<file path="config.mk">
export PLATFORM = sky130hd
export DESIGN_NAME = line_compose_ctrl_flat
export DESIGN_NICKNAME = d
export VERILOG_FILES = /design/src/rtl/line_compose_ctrl_if.sv /design/src/rtl/line_compose_ctrl.sv /design/src/flat_wrapper.sv
export SDC_FILE = /design/constraint.sdc
export NUM_CORES = 1
export LEC_CHECK = 0
export ABC_AREA = 1
export BUFFER_PORTS_ARGS = -buffer_cell sky130_fd_sc_hd__buf_2
export CELL_PAD_IN_SITES_DETAIL_PLACEMENT = 0
export CELL_PAD_IN_SITES_GLOBAL_PLACEMENT = 1
export CORE_MARGIN = 4
export CORE_UTILIZATION = 27
export CTS_CLUSTER_DIAMETER = 100
export DETAILED_ROUTE_END_ITERATION = 10
export HOLD_SLACK_MARGIN = 0.12
export PLACE_DENSITY = 0.81
export SKIP_CTS_REPAIR_TIMING = 1
export SYNTH_ARGS = -nofsm -noshare
export SYNTH_HDL_FRONTEND = slang
export SYNTH_SLANG_ARGS = --single-unit
export TNS_END_PERCENT = 20
</file>
<file path="constraint.sdc">
create_clock -name clk -period 1.8 [get_ports clk]
set_input_delay 0.18 -clock clk [delete_from_list [all_inputs] [get_ports clk]]
set_output_delay 0.18 -clock clk [all_outputs]
set_load 0.05 [all_outputs]
</file>
<file path="src/rtl/line_compose_ctrl_if.sv">
// Signal bundle for the line compositor: timing handshake, descriptor RAM, tile port,
// back buffer and the pixel_logic drive/return path.
interface line_compose_ctrl_if #(
   parameter int NUM_LAYERS = 4,
   parameter int TADDR_W    = 16,
   parameter int BB_AW      = 8
);
   localparam int LIDX_W = (NUM_LAYERS > 1) ? $clog2(NUM_LAYERS) : 1;

   logic               line_start;
   logic               busy;
   logic               line_done;
   logic               layer_rd;
   logic [LIDX_W-1:0]  layer_idx;
   logic [25:0]        layer_desc;
   logic               tile_req;
   logic [TADDR_W-1:0] tile_addr;
   logic               tile_ack;
   logic [31:0]        tile_data;
   logic               bb_rd;
   logic               bb_we;
   logic [BB_AW-1:0]   bb_addr;
   logic [47:0]        bb_rdata;
   logic [47:0]        bb_wdata;
   logic               pl_first;
   logic [1:0]         pl_offset;
   logic [1:0]         pl_line_z;
   logic [4:0]         pl_line_palette;
   logic [31:0]        pl_tile_data;
   logic [11:0]        pl_previous;
   logic [11:0]        pl_previous_out;
   logic [47:0]        pl_pixel_in;
   logic [47:0]        pl_pixel_out;

   modport master (
      input  line_start, layer_desc, tile_ack, tile_data, bb_rdata,
             pl_previous_out, pl_pixel_out,
      output busy, line_done, layer_rd, layer_idx, tile_req, tile_addr,
             bb_rd, bb_we, bb_addr, bb_wdata, pl_first, pl_offset, pl_line_z,
             pl_line_palette, pl_tile_data, pl_previous, pl_pixel_in
   );

   modport slave (
      output line_start, layer_desc, tile_ack, tile_data, bb_rdata,
             pl_previous_out, pl_pixel_out,
      input  busy, line_done, layer_rd, layer_idx, tile_req, tile_addr,
             bb_rd, bb_we, bb_addr, bb_wdata, pl_first, pl_offset, pl_line_z,
             pl_line_palette, pl_tile_data, pl_previous, pl_pixel_in
   );
endinterface

</file>
<file path="src/rtl/line_compose_ctrl.sv">
// Per-scanline compositor sequencer: clears the back buffer, walks the layer table and
// runs read-modify-write of two back-buffer words per fetched 4bpp tile word.
module line_compose_ctrl #(
   parameter int WORDS_PER_LINE = 160,
   parameter int NUM_LAYERS     = 4,
   parameter int TADDR_W        = 16,
   parameter int BB_AW          = 8
) (
   input logic                 clk,
   input logic                 rst_n,
   line_compose_ctrl_if.master bus
);
   localparam int                LIDX_W     = (NUM_LAYERS > 1) ? $clog2(NUM_LAYERS) : 1;
   localparam logic [BB_AW-1:0]  LAST_CLR   = BB_AW'(WORDS_PER_LINE - 1);
   localparam logic [BB_AW-1:0]  LAST_PAIR  = BB_AW'(WORDS_PER_LINE / 2 - 1);
   localparam logic [LIDX_W-1:0] LAST_LAYER = LIDX_W'(NUM_LAYERS - 1);

   typedef enum logic [3:0] {
      IDLE, CLEAR, L_RD, L_LAT, T_REQ, RD0, WR0, RD1, WR1, DONE
   } state_t;

   state_t            state, state_nx;
   logic [LIDX_W-1:0] layer;
   logic [BB_AW-1:0]  idx;
   logic [24:0]       desc;
   logic [31:0]       tile;
   logic [11:0]       prev;
   logic              last_layer;
   logic [BB_AW-1:0]  even_addr;
   logic [BB_AW-1:0]  odd_addr;

   // idx is the clear address in CLEAR and the tile word index afterwards
   assign last_layer = (layer == LAST_LAYER);
   assign even_addr  = {idx[BB_AW-2:0], 1'b0};
   assign odd_addr   = {idx[BB_AW-2:0], 1'b1};

   always_ff @(posedge clk or negedge rst_n) begin
      if (!rst_n) state <= IDLE;
      else        state <= state_nx;
   end

   always_comb begin
      state_nx = state;
      case (state)
         IDLE:    if (bus.line_start) state_nx = CLEAR;
         CLEAR:   if (idx == LAST_CLR) state_nx = L_RD;
         L_RD:    state_nx = L_LAT;
         L_LAT:   if (bus.layer_desc[25]) state_nx = T_REQ;
                  else if (last_layer)   state_nx = DONE;
                  else                   state_nx = L_RD;
         T_REQ:   if (bus.tile_ack) state_nx = RD0;
         RD0:     state_nx = WR0;
         WR0:     state_nx = RD1;
         RD1:     state_nx = WR1;
         WR1:     if (idx != LAST_PAIR) state_nx = T_REQ;
                  else if (last_layer)  state_nx = DONE;
                  else                  state_nx = L_RD;
         DONE:    state_nx = IDLE;
         default: state_nx = IDLE;
      endcase
   end

   always_ff @(posedge clk or negedge rst_n) begin
      if (!rst_n) begin
         layer <= '0;
         idx   <= '0;
         desc  <= '0;
         tile  <= '0;
         prev  <= '0;
      end else begin
         case (state)
            IDLE:  if (bus.line_start) begin
                      layer <= '0;
                      idx   <= '0;
                   end
            CLEAR: idx <= (idx == LAST_CLR) ? '0 : idx + 1'b1;
            L_LAT: begin
                      desc <= bus.layer_desc[24:0];
                      prev <= '0;
                      idx  <= '0;
                      if (!bus.layer_desc[25] && !last_layer) layer <= layer + 1'b1;
                   end
            T_REQ: if (bus.tile_ack) tile <= bus.tile_data;
            WR1:   begin
                      // carry the tail pixels of this tile word into the next one
                      prev <= bus.pl_previous_out;
                      if (idx != LAST_PAIR)  idx   <= idx + 1'b1;
                      else if (!last_layer)  layer <= layer + 1'b1;
                   end
            default: ;
         endcase
      end
   end

   always_comb begin
      bus.busy        = 1'b0;
      bus.line_done   = 1'b0;
      bus.layer_rd    = 1'b0;
      bus.tile_req    = 1'b0;
      bus.bb_rd       = 1'b0;
      bus.bb_we       = 1'b0;
      bus.bb_addr     = '0;
      bus.bb_wdata    = '0;
      bus.pl_first    = 1'b0;
      bus.pl_pixel_in = '0;
      case (state)
         CLEAR: begin
            bus.busy    = 1'b1;
            bus.bb_we   = 1'b1;
            bus.bb_addr = idx;
         end
         L_RD: begin
            bus.busy     = 1'b1;
            bus.layer_rd = 1'b1;
         end
         L_LAT: bus.busy = 1'b1;
         T_REQ: begin
            bus.busy     = 1'b1;
            bus.tile_req = 1'b1;
         end
         RD0: begin
            bus.busy    = 1'b1;
            bus.bb_rd   = 1'b1;
            bus.bb_addr = even_addr;
         end
         WR0: begin
            bus.busy        = 1'b1;
            bus.bb_we       = 1'b1;
            bus.bb_addr     = even_addr;
            bus.bb_wdata    = bus.pl_pixel_out;
            bus.pl_first    = 1'b1;
            bus.pl_pixel_in = bus.bb_rdata;
         end
         RD1: begin
            bus.busy    = 1'b1;
            bus.bb_rd   = 1'b1;
            bus.bb_addr = odd_addr;
         end
         WR1: begin
            bus.busy        = 1'b1;
            bus.bb_we       = 1'b1;
            bus.bb_addr     = odd_addr;
            bus.bb_wdata    = bus.pl_pixel_out;
            bus.pl_pixel_in = bus.bb_rdata;
         end
         DONE: bus.line_done = 1'b1;
         default: ;
      endcase
   end

   assign bus.layer_idx       = layer;
   assign bus.tile_addr       = TADDR_W'(desc[15:0]) + TADDR_W'(idx);
   assign bus.pl_offset       = desc[17:16];
   assign bus.pl_line_palette = desc[22:18];
   assign bus.pl_line_z       = desc[24:23];
   assign bus.pl_tile_data    = tile;
   assign bus.pl_previous     = prev;
endmodule

</file>
<file path="src/flat_wrapper.sv">
// flat-port wrapper written by rule: the top's interface ports become plain ports
module line_compose_ctrl_flat 
#(
   parameter int WORDS_PER_LINE = 160,
   parameter int NUM_LAYERS     = 4,
   parameter int TADDR_W        = 16,
   parameter int BB_AW          = 8
)
  (clk, rst_n, bus_line_start, bus_layer_desc, bus_tile_ack, bus_tile_data, bus_bb_rdata, bus_pl_previous_out, bus_pl_pixel_out, bus_busy, bus_line_done, bus_layer_rd, bus_layer_idx, bus_tile_req, bus_tile_addr, bus_bb_rd, bus_bb_we, bus_bb_addr, bus_bb_wdata, bus_pl_first, bus_pl_offset, bus_pl_line_z, bus_pl_line_palette, bus_pl_tile_data, bus_pl_previous, bus_pl_pixel_in);
  line_compose_ctrl_if #(.NUM_LAYERS(NUM_LAYERS), .TADDR_W(TADDR_W), .BB_AW(BB_AW)) bus_i ();
  input logic clk;
  input logic rst_n;
  input wire logic [$bits(bus_i.line_start)-1:0] bus_line_start;
  input wire logic [$bits(bus_i.layer_desc)-1:0] bus_layer_desc;
  input wire logic [$bits(bus_i.tile_ack)-1:0] bus_tile_ack;
  input wire logic [$bits(bus_i.tile_data)-1:0] bus_tile_data;
  input wire logic [$bits(bus_i.bb_rdata)-1:0] bus_bb_rdata;
  input wire logic [$bits(bus_i.pl_previous_out)-1:0] bus_pl_previous_out;
  input wire logic [$bits(bus_i.pl_pixel_out)-1:0] bus_pl_pixel_out;
  output wire logic [$bits(bus_i.busy)-1:0] bus_busy;
  output wire logic [$bits(bus_i.line_done)-1:0] bus_line_done;
  output wire logic [$bits(bus_i.layer_rd)-1:0] bus_layer_rd;
  output wire logic [$bits(bus_i.layer_idx)-1:0] bus_layer_idx;
  output wire logic [$bits(bus_i.tile_req)-1:0] bus_tile_req;
  output wire logic [$bits(bus_i.tile_addr)-1:0] bus_tile_addr;
  output wire logic [$bits(bus_i.bb_rd)-1:0] bus_bb_rd;
  output wire logic [$bits(bus_i.bb_we)-1:0] bus_bb_we;
  output wire logic [$bits(bus_i.bb_addr)-1:0] bus_bb_addr;
  output wire logic [$bits(bus_i.bb_wdata)-1:0] bus_bb_wdata;
  output wire logic [$bits(bus_i.pl_first)-1:0] bus_pl_first;
  output wire logic [$bits(bus_i.pl_offset)-1:0] bus_pl_offset;
  output wire logic [$bits(bus_i.pl_line_z)-1:0] bus_pl_line_z;
  output wire logic [$bits(bus_i.pl_line_palette)-1:0] bus_pl_line_palette;
  output wire logic [$bits(bus_i.pl_tile_data)-1:0] bus_pl_tile_data;
  output wire logic [$bits(bus_i.pl_previous)-1:0] bus_pl_previous;
  output wire logic [$bits(bus_i.pl_pixel_in)-1:0] bus_pl_pixel_in;
  assign bus_i.line_start = bus_line_start;
  assign bus_i.layer_desc = bus_layer_desc;
  assign bus_i.tile_ack = bus_tile_ack;
  assign bus_i.tile_data = bus_tile_data;
  assign bus_i.bb_rdata = bus_bb_rdata;
  assign bus_i.pl_previous_out = bus_pl_previous_out;
  assign bus_i.pl_pixel_out = bus_pl_pixel_out;
  assign bus_busy = bus_i.busy;
  assign bus_line_done = bus_i.line_done;
  assign bus_layer_rd = bus_i.layer_rd;
  assign bus_layer_idx = bus_i.layer_idx;
  assign bus_tile_req = bus_i.tile_req;
  assign bus_tile_addr = bus_i.tile_addr;
  assign bus_bb_rd = bus_i.bb_rd;
  assign bus_bb_we = bus_i.bb_we;
  assign bus_bb_addr = bus_i.bb_addr;
  assign bus_bb_wdata = bus_i.bb_wdata;
  assign bus_pl_first = bus_i.pl_first;
  assign bus_pl_offset = bus_i.pl_offset;
  assign bus_pl_line_z = bus_i.pl_line_z;
  assign bus_pl_line_palette = bus_i.pl_line_palette;
  assign bus_pl_tile_data = bus_i.pl_tile_data;
  assign bus_pl_previous = bus_i.pl_previous;
  assign bus_pl_pixel_in = bus_i.pl_pixel_in;
  line_compose_ctrl #(.WORDS_PER_LINE(WORDS_PER_LINE), .NUM_LAYERS(NUM_LAYERS), .TADDR_W(TADDR_W), .BB_AW(BB_AW)) u_core (.clk(clk), .rst_n(rst_n), .bus(bus_i));
endmodule
</file>
==> metrics.md <==
| Metric | Value |
|---|---|
| Period minus WS final | 2.27 ns |
| Gpl congestion | 0.843 |
| Unrepaired setup endpoints after global routing | yes |
| Hold_ws | 0.123 ns |
| Hold path cells | 3 |
| Crit Path Category | reg -> out |
| Area of the multi-input gates | around 3100 µm² |
| Reg2reg path depth | 11 |
| Drt initial violations | approximately 250 |
| Cell with the most instances after synthesis | nand2_1 |
| LEAKAGE | about 5.8 nW |
| Filler instances | 1,689 |
| Synth top area share | 0.395 |
| Gate Count Post-Synth | ~800 |
| Tightest Pin Transition | 0.359 ns |
| DIE WIDTH | about 150 µm |
| Outcome | finished with violations |
| CP max FO | 2 |
| Post-synth top area cell | dfrtp_1 |
| Worst relative slew slack | 0.760 |
| Critical Path End Type | output port |
| Mean Syn Cell Area | 6.61 µm² |
| Post-route ant nets | 0 |
| Reg2Reg Setup Slack | 0.11 ns |
| Fmax | about 440 MHz |
| Routed WL | approximately 23 mm |
| DR vias | ~6,600 |
| DR WL/cell | 15.3 µm |
| FF+latch count, synth | 83 |
| Worst slack, placed | -0.239 ns |
| Total track usage | 0.184 |
| Mapped cell area | 5260 µm² |
| CP Buf/Inv Count | 5 |
| GRT overflow | 0 |
| YS warnings | 0 |
| EDFF count, synth | 0 |
| Avg Vias per Cell | 4.34 |
| Final net count | 1,445 |
| Drt first pass iters | 4 |
| Crit-path slowest cell | fa_2 |
| Reg area | 2080 µm² |
| Initial antenna violation count | 1 |
| CTS Buffer Depth | 2 |
| Final hold violation count | 0 |
| Ranking of synthesized cells by area | dfrtp_1 39%, nand2_1 17%, inv_1 10% |
| Port bufs | 351 |
| Final clock skew | between 0.006 and 0.007 ns |
| Top_reg_cell synth | dfrtp_1 |
| Clock root cell | clkbuf_16 |
| Post-route DRC | 0 |
| Sequential-to-total area share from yosys stat | 0.395 |
| Syn_nets | 977 |
| Share of layout cells above drive strength 1 | 0.470 |
| Ports | 352 |
| Critical Path AT | 2.09 ns |
| Core Area | 19,000 µm² |
| Largest stage delay, worst path | 0.37 ns |
| Final setup margin | -0.469 ns |
| Clock power frac | 0.129 |
| First-pass GRT wire length | 31.7 mm |
| Initial Util | 0.277 |
| Die area | 21,800 µm² |
| Required time of the critical path | 1.62 ns |
| Sw Ratio | 0.534 |
| R2R Path End | u_core.idx[2] |
| Fin. max-slew vios | 0 |
| Library cells used by synthesis | 31 |
| Setup-failing EPs final | approximately 120 |
| Fin area | between 10,000 and 15,000 µm² |
| Internal | between 0.007 and 0.008 W |
| Number of global-route vias before repair | between 5,000 and 6,000 |
| Nature of the critical path startpoint | flip-flop |
| Sequential share of power | 0.192 |
| Largest net degree at the start of global routing | between 40 and 50 |
| Clock sinks | 83 |
| Min-delay src | bus_layer_desc[11] |
| CP delay by family, top | adder cells |
| Worst min path class | in -> reg |
| Final core occ | 0.551 |
| CTS Buf Count | 9 |
| Fin crit share | 1.26 |
| Worst-path clk slew | 0.06 ns |
| Row count | 50 |
| ANT cells | 0 |
| Synthesis-to-finish area growth | 98.7% |
| Worst-skew pair later-pin latency | approximately 0.35 ns |
| Crit Reg-Reg Startpoint | u_core.state[2] |
| Hpwl dp | 17.3 mm |
| Worst Hold Path EP | u_core.desc[11] |
| Commonest cells post-synth | 242 x nand2_1, 146 x inv_1, 126 x nor2_1, 83 x dfrtp_1, 69 x nand3_1 |
| P_sw | between 0.008 and 0.009 W |
| Failing checks | setup timing |
| Vert. Die Dim | 148 µm |
| Power density over cell area | 1590 nW/µm² |
| Max-cap check violation count | 0 |
| Gate power share | 0.680 |
| Peak supply drop | around 0.00096 V |
| Ys async rst share | 1.00 |
| Cells along the critical path | ha_2 > inv_2 > fa_2 > inv_2 > nand3_2 > nand3_2 > buf_4 > buf_6 > xor2_4 > buf_6 |
| CTS H-Tree Depth | 3 |
| CTS tree | built |
| Post-DP Area | between 7000 and 8000 µm² |
[worst register-to-register path, cell delays in order (launching register included)]
cell	delay [ns]
dfrtp_1	0.40
buf_6	0.14
buf_4	0.13
nor2_4	0.11
buf_4	0.14
nand2_1	0.07
nand2_1	0.09
inv_1	0.06
nand3_1	0.08
nand3_2	0.18
nand2_1	0.12
nand2_1	0.07
[layout make-up]
| class | count | share of cell area |
|---|---|---|
| Timing Repair Buffer | 496 | 0.382 |
| Multi-Input combinational cell | 520 | 0.298 |
| Clock buffer | 10 | 0.0219 |
| Sequential cell | 83 | 0.199 |
| Inverter | 153 | 0.0565 |
| Timing Repair inverter | 1 | 0.000838 |
| Clock inverter | 6 | 0.0107 |
| Tap cell | 260 | 0.0311 |
[per-stage QoR]
stage	instances	total power (W)	TNS, ns
after CTS	1447	0.0148	-33.08
after global placement	1431	0.0126	-1.36
final	1529	0.0166	-15.63
after floorplan	796	0.00998	-13.21
after global routing	1529	0.0175	-27.66
after detailed placement	1431	0.0126	-1.71
[power by group through the flow]
stage | combinational, W | sequential [W] | clock (W)
3_3_place_gp | 0.00944 | 0.00314 | 0
3_5_place_dp | 0.00949 | 0.00314 | 0
2_1_floorplan | 0.00541 | 0.00457 | 0
5_1_grt | 0.0120 | 0.00328 | 0.00227
6_report | 0.0113 | 0.00319 | 0.00213
4_1_cts | 0.00950 | 0.00313 | 0.00219
[worst max path at each step]
stage	cells after the start	to	slack, ns	from
floorplan	10	bus_tile_addr[12]	-0.23	u_core.idx[0]
CTS	10	bus_tile_addr[13]	-0.63	u_core.idx[1]
finish	10	bus_tile_addr[4]	-0.47	u_core.idx[0]
global placement	10	bus_tile_addr[13]	-0.23	u_core.idx[1]
global route	11	bus_tile_addr[12]	-0.61	u_core.idx[0]
detailed placement	10	bus_tile_addr[13]	-0.24	u_core.idx[1]
[flip-flops by register name, summed over array words and instances, names as in the netlist]
register,count
u_core.bus.layer_idx,2
u_core.bus.pl_previous,12
u_core.bus.pl_tile_data,32
u_core.desc,25
u_core.idx,8
u_core.state,4
[layer usage]
layer	GRT usage	part of all wire	vias to the layer above
met5	0	0.00030	-
met2	0.344	0.55	242
met3	0.0570	0.072	28
met4	0.0527	0.016	2
li1	-	-	3314
met1	0.200	0.36	3047
[layout by cell type, fill, tap and decap left out, types with 4 or more instances in the layout]
cell type	synthesis	layout
a21oi_1	5	5
a22o_1	12	12
buf_12	0	8
buf_2	17	228
buf_4	12	66
buf_6	4	107
buf_8	0	14
clkbuf_16	0	12
dfrtp_1	83	80
dlygate4sd3_1	0	70
ha_1	10	4
ha_4	0	5
inv_1	146	142
inv_2	7	9
nand2_1	242	233
nand2_2	0	5
nand2_4	1	5
nand3_1	69	63
nand3_2	2	4
nand3_4	0	4
nand4_1	4	4
nor2_1	126	33
nor2_2	4	68
nor2_4	1	30
o21ai_0	16	16
o22ai_4	0	7
[cell families after synthesis]
family / Yosys count / synth area share
buffers and inverters: 193 / 0.156
adders and majority gates: 11 / 0.0276
DFF: 83 / 0.395
AOI/OAI and AO/OA: 44 / 0.0538
xor gates and xnor gates: 8 / 0.0133
and+or+nand+nor: 457 / 0.354
No activity file was read; power rests on OpenSTA's default activity.
